$ cat src/rtl/mux_rr_n.sv
// N-channel registered mux with fixed-select or round-robin arbitration.
// Define MUX_PARITY_EN to add a registered out_parity output.
module mux_rr_n #(
    parameter int  NUM_CH = 4,
    parameter int  DATA_W = 4,
    localparam int SEL_W  = $clog2(NUM_CH)
) (
    input  logic                     clk,
    input  logic                     rst,
    input  logic                     mode,
    input  logic [SEL_W-1:0]         sel,
    input  logic [NUM_CH*DATA_W-1:0] in_data,
    input  logic [NUM_CH-1:0]        in_valid,
    output logic [NUM_CH-1:0]        in_ready,
    output logic [DATA_W-1:0]        out_data,
    output logic [SEL_W-1:0]         out_ch,
    output logic                     out_valid,
`ifdef MUX_PARITY_EN
    output logic                     out_parity,
`endif
    input  logic                     out_ready
);

    typedef enum logic {
        EMPTY = 1'b0,
        FULL  = 1'b1
    } state_e;

    state_e            state_q, state_d;
    logic [DATA_W-1:0] data_q, data_d;
    logic [SEL_W-1:0]  ch_q, ch_d;
    logic [SEL_W-1:0]  last_q, last_d;
`ifdef MUX_PARITY_EN
    logic              parity_q, parity_d;
`endif

    logic              load_en;
    logic              gnt_vld;
    logic [SEL_W-1:0]  gnt_idx;
    logic [DATA_W-1:0] gnt_data;

    assign load_en = (state_q == EMPTY) || out_ready;

    // RR search is split into two passes: channels above last, then wrap.
    always_comb begin
        gnt_vld  = 1'b0;
        gnt_idx  = '0;
        gnt_data = '0;
        if (mode) begin
            for (int i = 0; i < NUM_CH; i++) begin
                if (!gnt_vld && in_valid[i] && (SEL_W'(i) > last_q)) begin
                    gnt_vld  = 1'b1;
                    gnt_idx  = SEL_W'(i);
                    gnt_data = in_data[i*DATA_W +: DATA_W];
                end
            end
            for (int i = 0; i < NUM_CH; i++) begin
                if (!gnt_vld && in_valid[i] && (SEL_W'(i) <= last_q)) begin
                    gnt_vld  = 1'b1;
                    gnt_idx  = SEL_W'(i);
                    gnt_data = in_data[i*DATA_W +: DATA_W];
                end
            end
        end else begin
            for (int i = 0; i < NUM_CH; i++) begin
                if ((sel == SEL_W'(i)) && in_valid[i]) begin
                    gnt_vld  = 1'b1;
                    gnt_idx  = SEL_W'(i);
                    gnt_data = in_data[i*DATA_W +: DATA_W];
                end
            end
        end
    end

    always_comb begin
        in_ready = '0;
        for (int i = 0; i < NUM_CH; i++) begin
            in_ready[i] = load_en && gnt_vld && (gnt_idx == SEL_W'(i));
        end
    end

    always_comb begin
        state_d  = state_q;
        data_d   = data_q;
        ch_d     = ch_q;
        last_d   = last_q;
`ifdef MUX_PARITY_EN
        parity_d = parity_q;
`endif
        if (load_en) begin
            state_d = gnt_vld ? FULL : EMPTY;
            if (gnt_vld) begin
                data_d = gnt_data;
                ch_d   = gnt_idx;
`ifdef MUX_PARITY_EN
                parity_d = ^gnt_data;
`endif
                if (mode) begin
                    last_d = gnt_idx;
                end
            end
        end
    end

    always_ff @(posedge clk) begin
        if (rst) begin
            state_q  <= EMPTY;
            data_q   <= '0;
            ch_q     <= '0;
            last_q   <= SEL_W'(NUM_CH - 1);
`ifdef MUX_PARITY_EN
            parity_q <= 1'b0;
`endif
        end else begin
            state_q  <= state_d;
            data_q   <= data_d;
            ch_q     <= ch_d;
            last_q   <= last_d;
`ifdef MUX_PARITY_EN
            parity_q <= parity_d;
`endif
        end
    end

    assign out_valid  = (state_q == FULL);
    assign out_data   = data_q;
    assign out_ch     = ch_q;
`ifdef MUX_PARITY_EN
    assign out_parity = parity_q;
`endif

endmodule
$ cat config.mk
export PLATFORM = sky130hd
export DESIGN_NAME = mux_rr_n
export DESIGN_NICKNAME = d
export VERILOG_FILES = /design/src/rtl/mux_rr_n.sv
export SDC_FILE = /design/constraint.sdc
export NUM_CORES = 1
export LEC_CHECK = 0
export ABC_AREA = 1
export ABC_CLOCK_PERIOD_IN_PS = 1890
export BUFFER_PORTS_ARGS = -buffer_cell sky130_fd_sc_hd__buf_2
export CAP_MARGIN = 20
export CORE_ASPECT_RATIO = 1.5
export CORE_UTILIZATION = 35
export DETAILED_ROUTE_END_ITERATION = 6
export GPL_TIMING_DRIVEN = 0
export PLACE_DENSITY = 0.56
export RECOVER_POWER = 25
export SETUP_SLACK_MARGIN = 0.5
export SYNTH_ARGS = -nofsm -noshare
export SYNTH_HDL_FRONTEND = slang
export SYNTH_SLANG_ARGS = --single-unit
$ cat constraint.sdc
create_clock -name clk -period 1.89 [get_ports clk]
set_input_delay 0.189 -clock clk [delete_from_list [all_inputs] [get_ports clk]]
set_output_delay 0.189 -clock clk [all_outputs]
set_load 0.01 [all_outputs]
# Yosys cells after proc, flatten, opt, wreduce, memory -nomap -nowiden
# Index checks and enable logic that the tools add are counted.
totals:
  elab_cells: 100
  regBits: 9
  inputBits: 26
classes:
  n_bitwise: 1
  mux: 45
  reduce_logical: 36
  magnitude_cmp: 8
  n_eq_ne: 6
ops:
  columns: ["cell", "count"]
  rows:
  - ["$mux 4", 13]
  - ["$logic_and 1x1->1", 24]
  - ["$mux 1", 23]
  - ["$mux 2", 9]
  - ["$eq 2x2->1 const B", 4]
  - ["$logic_not 1->1", 7]
  - ["$eq 2x1->1 const B", 2]
  - ["$gt 1x2->1 const A", 2]
  - ["$gt 2x2->1 const A", 2]
  - ["$le 1x2->1 const A", 2]
  - ["$le 2x2->1 const A", 2]
  - ["$logic_not 2->1", 2]
  - ["$reduce_and 3->1", 1]
  - ["$reduce_and 2->1", 1]
  - ["$logic_or 1x1->1", 1]
  - ["$not 1->1", 1]

# Logic depth before layout (Yosys ltp)
# Gate-level depths: netlist (run 1).
logic_depth:
  ltp_word: 41
  mapped_depth: 12
  depth_no_buf: 11

# Worst setup path before layout (run 1)
# OpenSTA, ideal clock, no wires.
synth_timing:
  path_type: "flip-flop to output port"
  from: "register last_q[1]"
  to: "output in_ready[1]"
  stages_incl_launch_ff: 11
  arrival_time_ns: 1.407
  slack_ns: 0.294
  n_path_buf: 0
  cell_sequence: "dfxtp_1 > nand2_1 > nand2_4 > nand4_4 > nor2_8 > nand3_4 > nand2_1 > nand2_1 > nand2_2 > nand2_1 > nor2_1"
synth_via:
  elab_chain_len: 41
  elab_cells_between_ends: 57
synth_rtl:
  columns: ["element", "line_no", "source"]
  rows:
  - ["start: declaration", "32", "logic [SEL_W-1:0] last_q, last_d;"]
  - ["start signal: assignment", "110", "last_q <= SEL_W'(NUM_CH - 1);"]
  - ["start signal: assignment", "118", "last_q <= last_d;"]
  - ["$gt 1x2->1", "51", "if (!gnt_vld && in_valid[i] && (SEL_W'(i) > last_q)) begin"]
  - ["$logic_and 1x1->1", "51", null]
  - ["$mux 1", "51", null]
  - ["$mux 1", "49", "if (mode) begin"]
  - ["$logic_not 1->1", "51", null]
  - ["$logic_and 1x1->1 (2 in series)", "51", null]
  - ["$mux 1", "51", null]
  - ["$mux 1", "49", null]
  - ["(+23 left out)", null, null]
  - ["$mux 1", "58", "if (!gnt_vld && in_valid[i] && (SEL_W'(i) <= last_q)) begin"]
  - ["$mux 1", "49", null]
  - ["$logic_not 1->1", "58", null]
  - ["$logic_and 1x1->1 (2 in series)", "58", null]
  - ["$mux 2 / $mux 1 (equally long branches)", "58", null]
  - ["$mux 2 / $mux 1 (equally long branches)", "49", null]
  - ["$eq 2x1->1 / $logic_and 1x1->1 (equally long branches)", "78", "in_ready[i] = load_en && gnt_vld && (gnt_idx == SEL_W'(i));"]
  - ["$logic_and 1x1->1 (*)", "78", null]
  - ["end: declaration", "14", "output logic [NUM_CH-1:0] in_ready,"]
# Mark *: on every way between the ends. The rest lies on a longest branch, timed or not. The select of a mux whose other input is x is not followed.

# Worst setup path after layout (run 1)
layout_timing:
  from: "register last_q[0]"
  to: "output in_ready[2]"
layout_via:
  elab_chain_len: 41
  elab_cells_between_ends: 57
layout_rtl:
  columns: ["element", "line_no"]
  rows:
  - ["$gt 1x2->1", "51"]
  - ["$logic_and 1x1->1", "51"]
  - ["$mux 1", "51"]
  - ["$mux 1", "49"]
  - ["$logic_not 1->1", "51"]
  - ["$logic_and 1x1->1 (2 in series)", "51"]
  - ["$mux 1", "51"]
  - ["$mux 1", "49"]
  - ["(+23 left out)", null]
  - ["$mux 1", "58"]
  - ["$mux 1", "49"]
  - ["$logic_not 1->1", "58"]
  - ["$logic_and 1x1->1 (2 in series)", "58"]
  - ["$mux 2 / $mux 1 (equally long branches)", "58"]
  - ["$mux 2 / $mux 1 (equally long branches)", "49"]
  - ["$eq 2x2->1 / $logic_and 1x1->1 (equally long branches)", "78"]
  - ["$logic_and 1x1->1 (*)", "78"]
# Marks and branches as above.

==> results.yml, run 1 <==
outcome:
  status: "completed"
cells_and_area:
  regArea_um2: 188
  final_nets: 280
  final_area_um2: 1670
  syn_to_final_growth_pct: 48.1
  multi_input_area_um2: 925
  n_antenna_cell: 0
  num-fill-cells: 324
  drive_above_1_share_pct: 41.1
sta:
  timing.final.crit_share_pct: 99.6
  drv_slew: 0
  grt_setup_unrepaired: "yes"
  finClkSkew_ns: 0.00440
  slew_headroom_pct: 73.6
  fmax_ghz: 0.531
  hold_slack_ns: 0.300
  fin_tns_setup_ns: 0
  hold_viol: 0
  finalSetupViolations: 0
  tightest_slew_ns: 0.394
  finalCriticalPeriod_ns: 1.88
synthesis:
  synth-simple-area-share_pct: 67.1
  ys_seq_elements: 9
  synth_cells: 195
  synth_compound_area_share_pct: 5.54
  synth_most_common_cell: "nand2_1"
  synthFlopType: "dfxtp_1"
  synth_area_um2: 1130
  synthArstFlopShare_pct: 0
  synthTopCellsByCount: "nand2_1, nor2_1, inv_1, nand3_1, dfxtp_1"
  synth.distinct_cells: 26
  synth-xor-area-share_pct: 0
  synth_adder_area_share_pct: 0
  ys_seq_area_share_pct: 15.9
  syn_area_per_cell_um2: 5.79
  syn_nets: 221
  synth.area.mux_share_pct: 0
  synth_largest_area_cell: "nand2_1"
  synth-edff-count: 0
  synth.area.top_cells: "nand2_1, dfxtp_1, nor2_1, nand3_1, inv_1"
  netlist.area_leader.share_pct: 19.9
  yosys_warnings: 0
  synth_top_family_by_area: "simple AND/OR/NAND/NOR gates"
floorplan:
  fp.coreArea_um2: 3000
  die_x_um: 48.4
  initial_core_util_pct: 37.6
  io_pins: 37
  rows: 24
  die_y_um: 71.6
  die_area_um2: 3460
route:
  wl_mm: 3.47
  drt_iter0_markers: 51
  drt-pass1-iter-count: 4
  vias_per_cell: 4.84
  drtAntennaViolNets: 0
  via_count: 1414
  drcViolationCount: 0
  wl_per_cell_um: 11.9
worst_hold_path:
  hp-class: "in2reg"
  min_path_cells: 4
  min_from: "out_ready"
  hold_end: "out_valid"
clocking:
  path_clk_slew_ns: 0.05
  clockRootBuffer: "clkbuf_8"
  h-tree-depth: 1
  cts_buffers: 3
  cts.path.max_buffers: 2
  cts.sinks: 9
  hold_buffers: 0
  clk_latency_ns: 0.23
  cts_tree: "done"
grt:
  antenna_found_initial: 0
  use_met2_pct: 39.7
  grt_usage_pct: 20.6
  grt_pass1_vias: 1292
  grt_use_met3_pct: 1.91
  overflow: 0
  grt_use_met1_pct: 21.8
  grt.busiest_layer: "met2"
  grt_pass1_wl_mm: 5.67
  grt_start_max_net_pins: 10
setup_path:
  critPathMaxFanout: 7
  rr_startpoint: "last_q[1]"
  crit_required_ns: 1.70
  worstRegToRegCells: 13
  slowest_delay_ns: 0.35
  path_buf_inv: 2
  critPathTopFamily: "simple AND/OR/NAND/NOR gates"
  timing.rr.end: "out_data[0]"
  worstSetupPathType: "reg2out"
  cpMostUsedCell: "nand2_4"
  cp_slowest_cell: "dfxtp_4"
  endpoint_kind: "output port"
  cp.arrival_ns: 1.69
  cp-start-kind: "flop"
  reg2reg_slack_ns: 0.17
  worstPathCellList: "nor2_4 -> nand2_4 -> nand3_2 -> nor2_2 -> nand4_2 -> nand2_2 -> nand2_4 -> nand2_4 -> buf_8 -> nor3_4 -> buf_2"
placement:
  gp_congestion: 0.852
  io_buffers: 34
  placed_cell_area_um2: 1360
  dp.final_hpwl_mm: 2.64
pwr:
  leakage_uw: 0.000898
  vdd_drop_max_mv: 0.290
  p_per_area_nw_per_um2: 523
run:
  maxCapViolCount: 0
[how the worst max path moves through the flow]
stage	startpoint	slack, ns	endpoint	cells past startpoint
global route	last_q[1]	-0.08	in_ready[3]	11
global placement	last_q[1]	0.13	in_ready[3]	11
detailed placement	last_q[1]	0.09	in_ready[3]	11
floorplan	last_q[1]	0.36	in_ready[3]	9
CTS	last_q[1]	-0.02	in_ready[1]	11
finish	last_q[0]	0.008	in_ready[2]	11
[final cells by class]
| type | count | share of cell area [%] |
|---|---|---|
| plain buffers | 3 | 1.87 |
| clock buffers | 4 | 2.69 |
| inverters | 27 | 6.06 |
| multi-input cells | 156 | 55.3 |
| flip-flops and latches | 9 | 11.2 |
| well taps | 39 | 2.92 |
| repair buffers | 54 | 20.0 |
[per-stage QoR]
step / utilization (%) / power, uW / worst slack, ns / instances
finish: 55.7 / 876 / 0.00838 / 292
global route: 55.7 / 937 / -0.0805 / 292
CTS: 51.7 / 837 / -0.0174 / 283
detailed placement: 45.3 / 563 / 0.0931 / 268
global placement: 45.3 / 554 / 0.134 / 268
floorplan: - / 458 / 0.360 / 195
[registers in the layout, indices dropped and copies added, names as in the netlist]
name	cells
last_q	2
out_data	4
out_valid	1
out_ch	2
[cell families (layout without fill, tap and decap cells)]
logic type             after synthesis  count (layout)
DFF                                  9               9
AOI/OAI and AO/OA                    8               8
buffers and inverters               30              88
and+or+nand+nor                    148             148
[layer usage]
metal,up-vias,share of wire [%]
li1,742,-
met4,0,1.2
met3,4,3.5
met5,-,0
met2,46,56
met1,622,39
[worst reg2reg max path, cell delays in order, from the launching register on]
cell and delay (ns):
dfxtp_4 0.38, nand2_2 0.07, nand2_4 0.09, nand4_4 0.15
nor2_8 0.14, nand3_4 0.10, buf_4 0.15, buf_4 0.12
buf_4 0.14, nand2_1 0.05, nor2_1 0.04, nor2_1 0.10
nor2_1 0.05, nor2_1 0.07
[report_power, final]
group          leakage (uW)  internal [uW]  switching (uW)
Combinational      0.000800            183             242
Clock             0.0000228            147            77.5
Sequential        0.0000750            211            13.9
Total              0.000898            542             334
[repair_timing]
item,CTS,global route
buffers inserted,11,9
pin swaps,18,14
gates resized for setup,18,14
setup endpoints to repair,12,13
[layout by cell type, fill, tap and decap left out, drive strengths merged]
cell type  count
and2           1
nand2         69
clkbuf         9
nor3           4
inv           26
a21oi          1
clkinv         1
o21ai          2
o31ai          1
nor2          39
buf           52
nand4         10
dfxtp          9
o2111ai        4
nand3         25
(Power assumes the default switching activity.)
==> inputs of run 2 (changes only) <==
- ABC_CLOCK_PERIOD_IN_PS: 1890 -> 1750
- clock period: 1.89 -> 1.75 ns (I/O delays scaled with it)
==> results.yml, run 2 (synthesis gave the netlist of run 1 again) <==
pwr:
  power_uw: 955
  p_per_area_nw_per_um2: 555
  leakage_uw: 0.000920
  vdd_drop_max_mv: 0.347
route:
  via_count: 1449
  drt-pass1-iter-count: 6
  drt_iter0_markers: 50
  drtAntennaViolNets: 0
  drcViolationCount: 0
  vias_per_cell: 4.93
  wl_per_cell_um: 11.7
  wl_mm: 3.44
clocking:
  clk_latency_ns: 0.23
  path_clk_slew_ns: 0.05
  h-tree-depth: 1
  cts.sinks: 9
  cts.path.max_buffers: 2
  cts_tree: "done"
  hold_buffers: 0
  cts_buffers: 3
  clockRootBuffer: "clkbuf_8"
grt:
  antenna_found_initial: 0
  grt_pass1_wl_mm: 6.00
  grt_use_met1_pct: 21.3
  use_met2_pct: 44.4
  grt_use_met3_pct: 1.91
  grt.busiest_layer: "met2"
  overflow: 0
  grt_pass1_vias: 1441
  grt_start_max_net_pins: 10
  grt_usage_pct: 21.6
setup_path:
  cpMostUsedCell: "nand2_2"
  critPathTopFamily: "simple AND/OR/NAND/NOR gates"
  cp_slowest_cell: "dfxtp_4"
  crit_required_ns: 1.57
  reg2reg_slack_ns: 0.09
  cp.arrival_ns: 1.68
  endpoint_kind: "output port"
  critPathMaxFanout: 6
  rr_startpoint: "last_q[0]"
  worstPathCellList: "inv_2 -> nand2_4 -> nand4_4 -> nor2_8 -> nand3_4 -> nand2_2 -> nand2_2 -> nand2_4 -> nand2_2 -> nor2_2 -> buf_2"
  worstRegToRegCells: 13
  cp-start-kind: "flop"
  worstSetupEndpoint: "in_ready[1]"
  cp_num_cells: 11
  timing.rr.end: "out_data[2]"
  startpoint: "last_q[1]"
  path_buf_inv: 2
  worstSetupPathType: "reg2out"
  slowest_delay_ns: 0.38
sta:
  timing.final.crit_share_pct: 106
  grt_setup_unrepaired: "yes"
  fmax_ghz: 0.539
  finalSetupViolations: 4
  slew_headroom_pct: 74.6
  final.setup.worst_slack_ns: -0.107
  hold_viol: 0
  finalCriticalPeriod_ns: 1.86
  drv_slew: 0
  tightest_slew_ns: 0.379
  hold_slack_ns: 0.307
  finClkSkew_ns: 0.00280
cells_and_area:
  syn_to_final_growth_pct: 52.3
  n_antenna_cell: 0
  largest_reg_flops: 4
  multi_input_area_um2: 943
  final_cell_mix: "nand2_1, buf_2, nor2_1"
  final_area_um2: 1720
  mostFrequentLayoutCell: "nand2_1"
  final_nets: 282
  num-fill-cells: 315
  regArea_um2: 188
  drive_above_1_share_pct: 43.1
worst_hold_path:
  min_path_cells: 4
  min_from: "out_ready"
  hp-class: "in2reg"
placement:
  io_buffers: 34
  placed_cell_area_um2: 1360
  pre_cts_ws_ns: -0.0338
  gp_congestion: 0.849
  dp.final_hpwl_mm: 2.64
run:
  maxCapViolCount: 0
floorplan:
  die_y_um: 71.6
  rows: 24
  io_pins: 37
  initial_core_util_pct: 37.6
  die_area_um2: 3460
  die_x_um: 48.4
  fp.coreArea_um2: 3000
outcome:
  status: "complete, but fails checks"
  violations: "setup timing"
-- run 2: cell types whose count changed in the layout (fill, tap and decap cells not counted), sizes merged --
cell,previous run,this run
clkinv,1,2
buf,52,55
inv,26,25
clkbuf,9,8
-- run 2: worst min path at each step --
stage          slack [ns]         to
5_1_grt              0.34  out_valid
3_5_place_dp         0.50  last_q[0]
4_1_cts              0.30  out_valid
6_report             0.31  out_valid
2_1_floorplan        0.40  last_q[0]
3_3_place_gp         0.48  last_q[0]
-- run 2: cell type report --
class	count	area share, %
Clock buffer	4	2.62
Tap cell	39	2.84
Timing Repair Buffer	56	20.8
Buffer	3	1.82
Sequential cell	9	10.9
Multi-Input combinational cell	156	54.8
Inverter	27	6.18
-- run 2: through the flow --
stage          TNS [ns]  std cells  util, %
5_1_grt          -0.912        294     57.3
3_5_place_dp    -0.0660        268     45.3
4_1_cts          -0.420        289     55.4
6_report         -0.339        294     57.3
2_1_floorplan         0        195        -
3_3_place_gp          0        268     45.3
-- run 2: where the power goes --
group	leakage (uW)	internal (uW)	switching (uW)
combinational	0.000822	205	266
sequential	0.0000750	228	16.8
clock	0.0000228	159	80.6
-- run 2: tightest hold or removal path: cells and delay by family --
kind                   cells  cell delay (ns)
AOI/OAI and AO/OA          1             0.13
and+or+nand+nor            1             0.07
buffers and inverters      2             0.12
-- run 2: timing repair --
action	in CTS	in global routing
setup buffers	17	5
gates resized for setup	36	6
pin swaps	33	11
setup endpoints to repair	13	13
-- run 2: routing by layer --
layer | share of wire (%) | vias up | wire (um)
met5 | 0 | - | 0
met4 | 1.9 | 0 | 66
met3 | 3.7 | 8 | 128
met2 | 57 | 52 | 1960
met1 | 37 | 643 | 1290
li1 | - | 746 | -
==> inputs of run 3 (changes only) <==
- CORE_MARGIN: default -> 5
==> results.yml, run 3 (synthesis gave the netlist of run 1 again) <==
clocking:
  h-tree-depth: 1
  cts_tree: "done"
  clockRootBuffer: "clkbuf_8"
  path_clk_slew_ns: 0.04
  clk_latency_ns: 0.23
  cts_buffers: 3
  cts.path.max_buffers: 2
  cts.sinks: 9
worst_hold_path:
  min_path_cells: 4
  hp-class: "in2reg"
sta:
  slew_headroom_pct: 73.1
  finalSetupViolations: 5
  grt_setup_unrepaired: "yes"
  hold_viol: 0
  timing.final.crit_share_pct: 107
  tightest_slew_ns: 0.402
  final.setup.worst_slack_ns: -0.117
  finalCriticalPeriod_ns: 1.87
  finClkSkew_ns: 0.000327
  fmax_ghz: 0.536
  drv_slew: 0
floorplan:
  die_x_um: 56.4
  rows: 25
  die_y_um: 79.6
  initial_core_util_pct: 36.1
  die_area_um2: 4490
  io_pins: 37
  fp.coreArea_um2: 3130
setup_path:
  worstPathCellList: "nand2_2 -> nand2_4 -> buf_4 -> inv_1 -> nand3_4 -> nand2_1 -> nor2_1 -> nand2_2 -> nand2_2 -> nand2_4 -> nor3_2 -> buf_2"
  slowest_delay_ns: 0.37
  crit_required_ns: 1.57
  endpoint_kind: "output port"
  cp_slowest_cell: "dfxtp_4"
  cpMostUsedCell: "nand2_2"
  critPathMaxFanout: 5
  critPathTopFamily: "simple AND/OR/NAND/NOR gates"
  cp-start-kind: "flop"
  worstSetupPathType: "reg2out"
  path_buf_inv: 3
  cp.arrival_ns: 1.69
  cp_num_cells: 12
  worstRegToRegCells: 15
route:
  vias_per_cell: 4.75
  wl_per_cell_um: 12.1
  drt-pass1-iter-count: 4
  wl_mm: 3.58
  drcViolationCount: 0
  drtAntennaViolNets: 0
  via_count: 1410
  drt_iter0_markers: 29
outcome:
  violations: "setup timing"
  status: "complete, but fails checks"
cells_and_area:
  final_cell_mix: "nand2_1, buf_2, nor2_1"
  largest_reg_flops: 4
  drive_above_1_share_pct: 41.6
  final_nets: 284
  n_antenna_cell: 0
  mostFrequentLayoutCell: "nand2_1"
  syn_to_final_growth_pct: 51.3
  final_util_pct: 54.6
grt:
  grt_pass1_vias: 1282
  grt_start_max_net_pins: 11
  grt_usage_pct: 15.7
  grt_pass1_wl_mm: 5.66
  antenna_found_initial: 0
  overflow: 0
placement:
  dp.final_hpwl_mm: 2.64
  pre_cts_ws_ns: -0.000346
  io_buffers: 34
  gp_congestion: 0.834
pwr:
  leakage_uw: 0.000926
  p_per_area_nw_per_um2: 561
  vdd_drop_max_mv: 0.318
run:
  maxCapViolCount: 0
run 3: changes by cell type in the layout (fill, tap and decap cells not counted), moves of 2 or more:
cell     delta
o21ai_2     -2
nand3_1     +2
nand3_2     -2
o21ai_1     +2
run 3: area by class of cell:
type,instances,area [um^2]
repair buffers,58,390
clock buffers,4,45.0
flip-flops and latches,9,188
multi-input cells,156,901
fillers,338,1420
well taps,40,50.0
inverters,27,104
plain buffers,3,31.3
run 3: final timing paths:
path                            startpoint  slack [ns]          end
worst max-delay path             last_q[1]       -0.12  in_ready[0]
worst max register to register   last_q[1]       -0.02    out_ch[0]
worst min register to register   last_q[0]        0.51    last_q[0]
worst min-delay path             out_ready        0.32    out_valid
run 3: repair_timing:
| action | CTS | global route |
|---|---|---|
| setup buffers | 13 | 10 |
| pin swaps | 12 | 15 |
| gates cloned | 0 | 1 |
| hold buffers | 0 | 0 |
| setup endpoints to repair | 13 | 13 |
| resized for setup | 20 | 12 |
run 3: per-layer routing:
metal	vias up	wire length, um	track usage, %
met2	42	2000	30.6
met4	0	51	6.18
met5	-	0	0
li1	753	-	-
met3	5	206	2.10
met1	610	1320	16.6
run 3: stage by stage:
| stage | power (uW) | setup TNS [ns] | std cells | area [um^2] | hold slack, ns |
|---|---|---|---|---|---|
| finish | 959 | -0.449 | 297 | 1710 | 0.318 |
| global route | 1040 | -1.07 | 297 | 1710 | 0.340 |
| CTS | 910 | -0.483 | 286 | 1580 | 0.314 |
| detailed placement | 605 | -0.000346 | 269 | 1360 | 0.484 |
| global placement | 606 | -0.0223 | 269 | 1360 | 0.476 |
| floorplan | 495 | 0 | 195 | 1140 | 0.400 |
run 3: report_power, final:
part	internal [uW]	switching (uW)	leakage, uW
Sequential	228	14.8	0.0000750
Combinational	213	261	0.000828
Clock	159	82.9	0.0000228
Total	600	359	0.000926
run 3: tightest hold or removal path, stage by stage:
cell and delay (ns):
buf_2 0.07, nor2_1 0.08, o21ai_1 0.13, inv_1 0.04
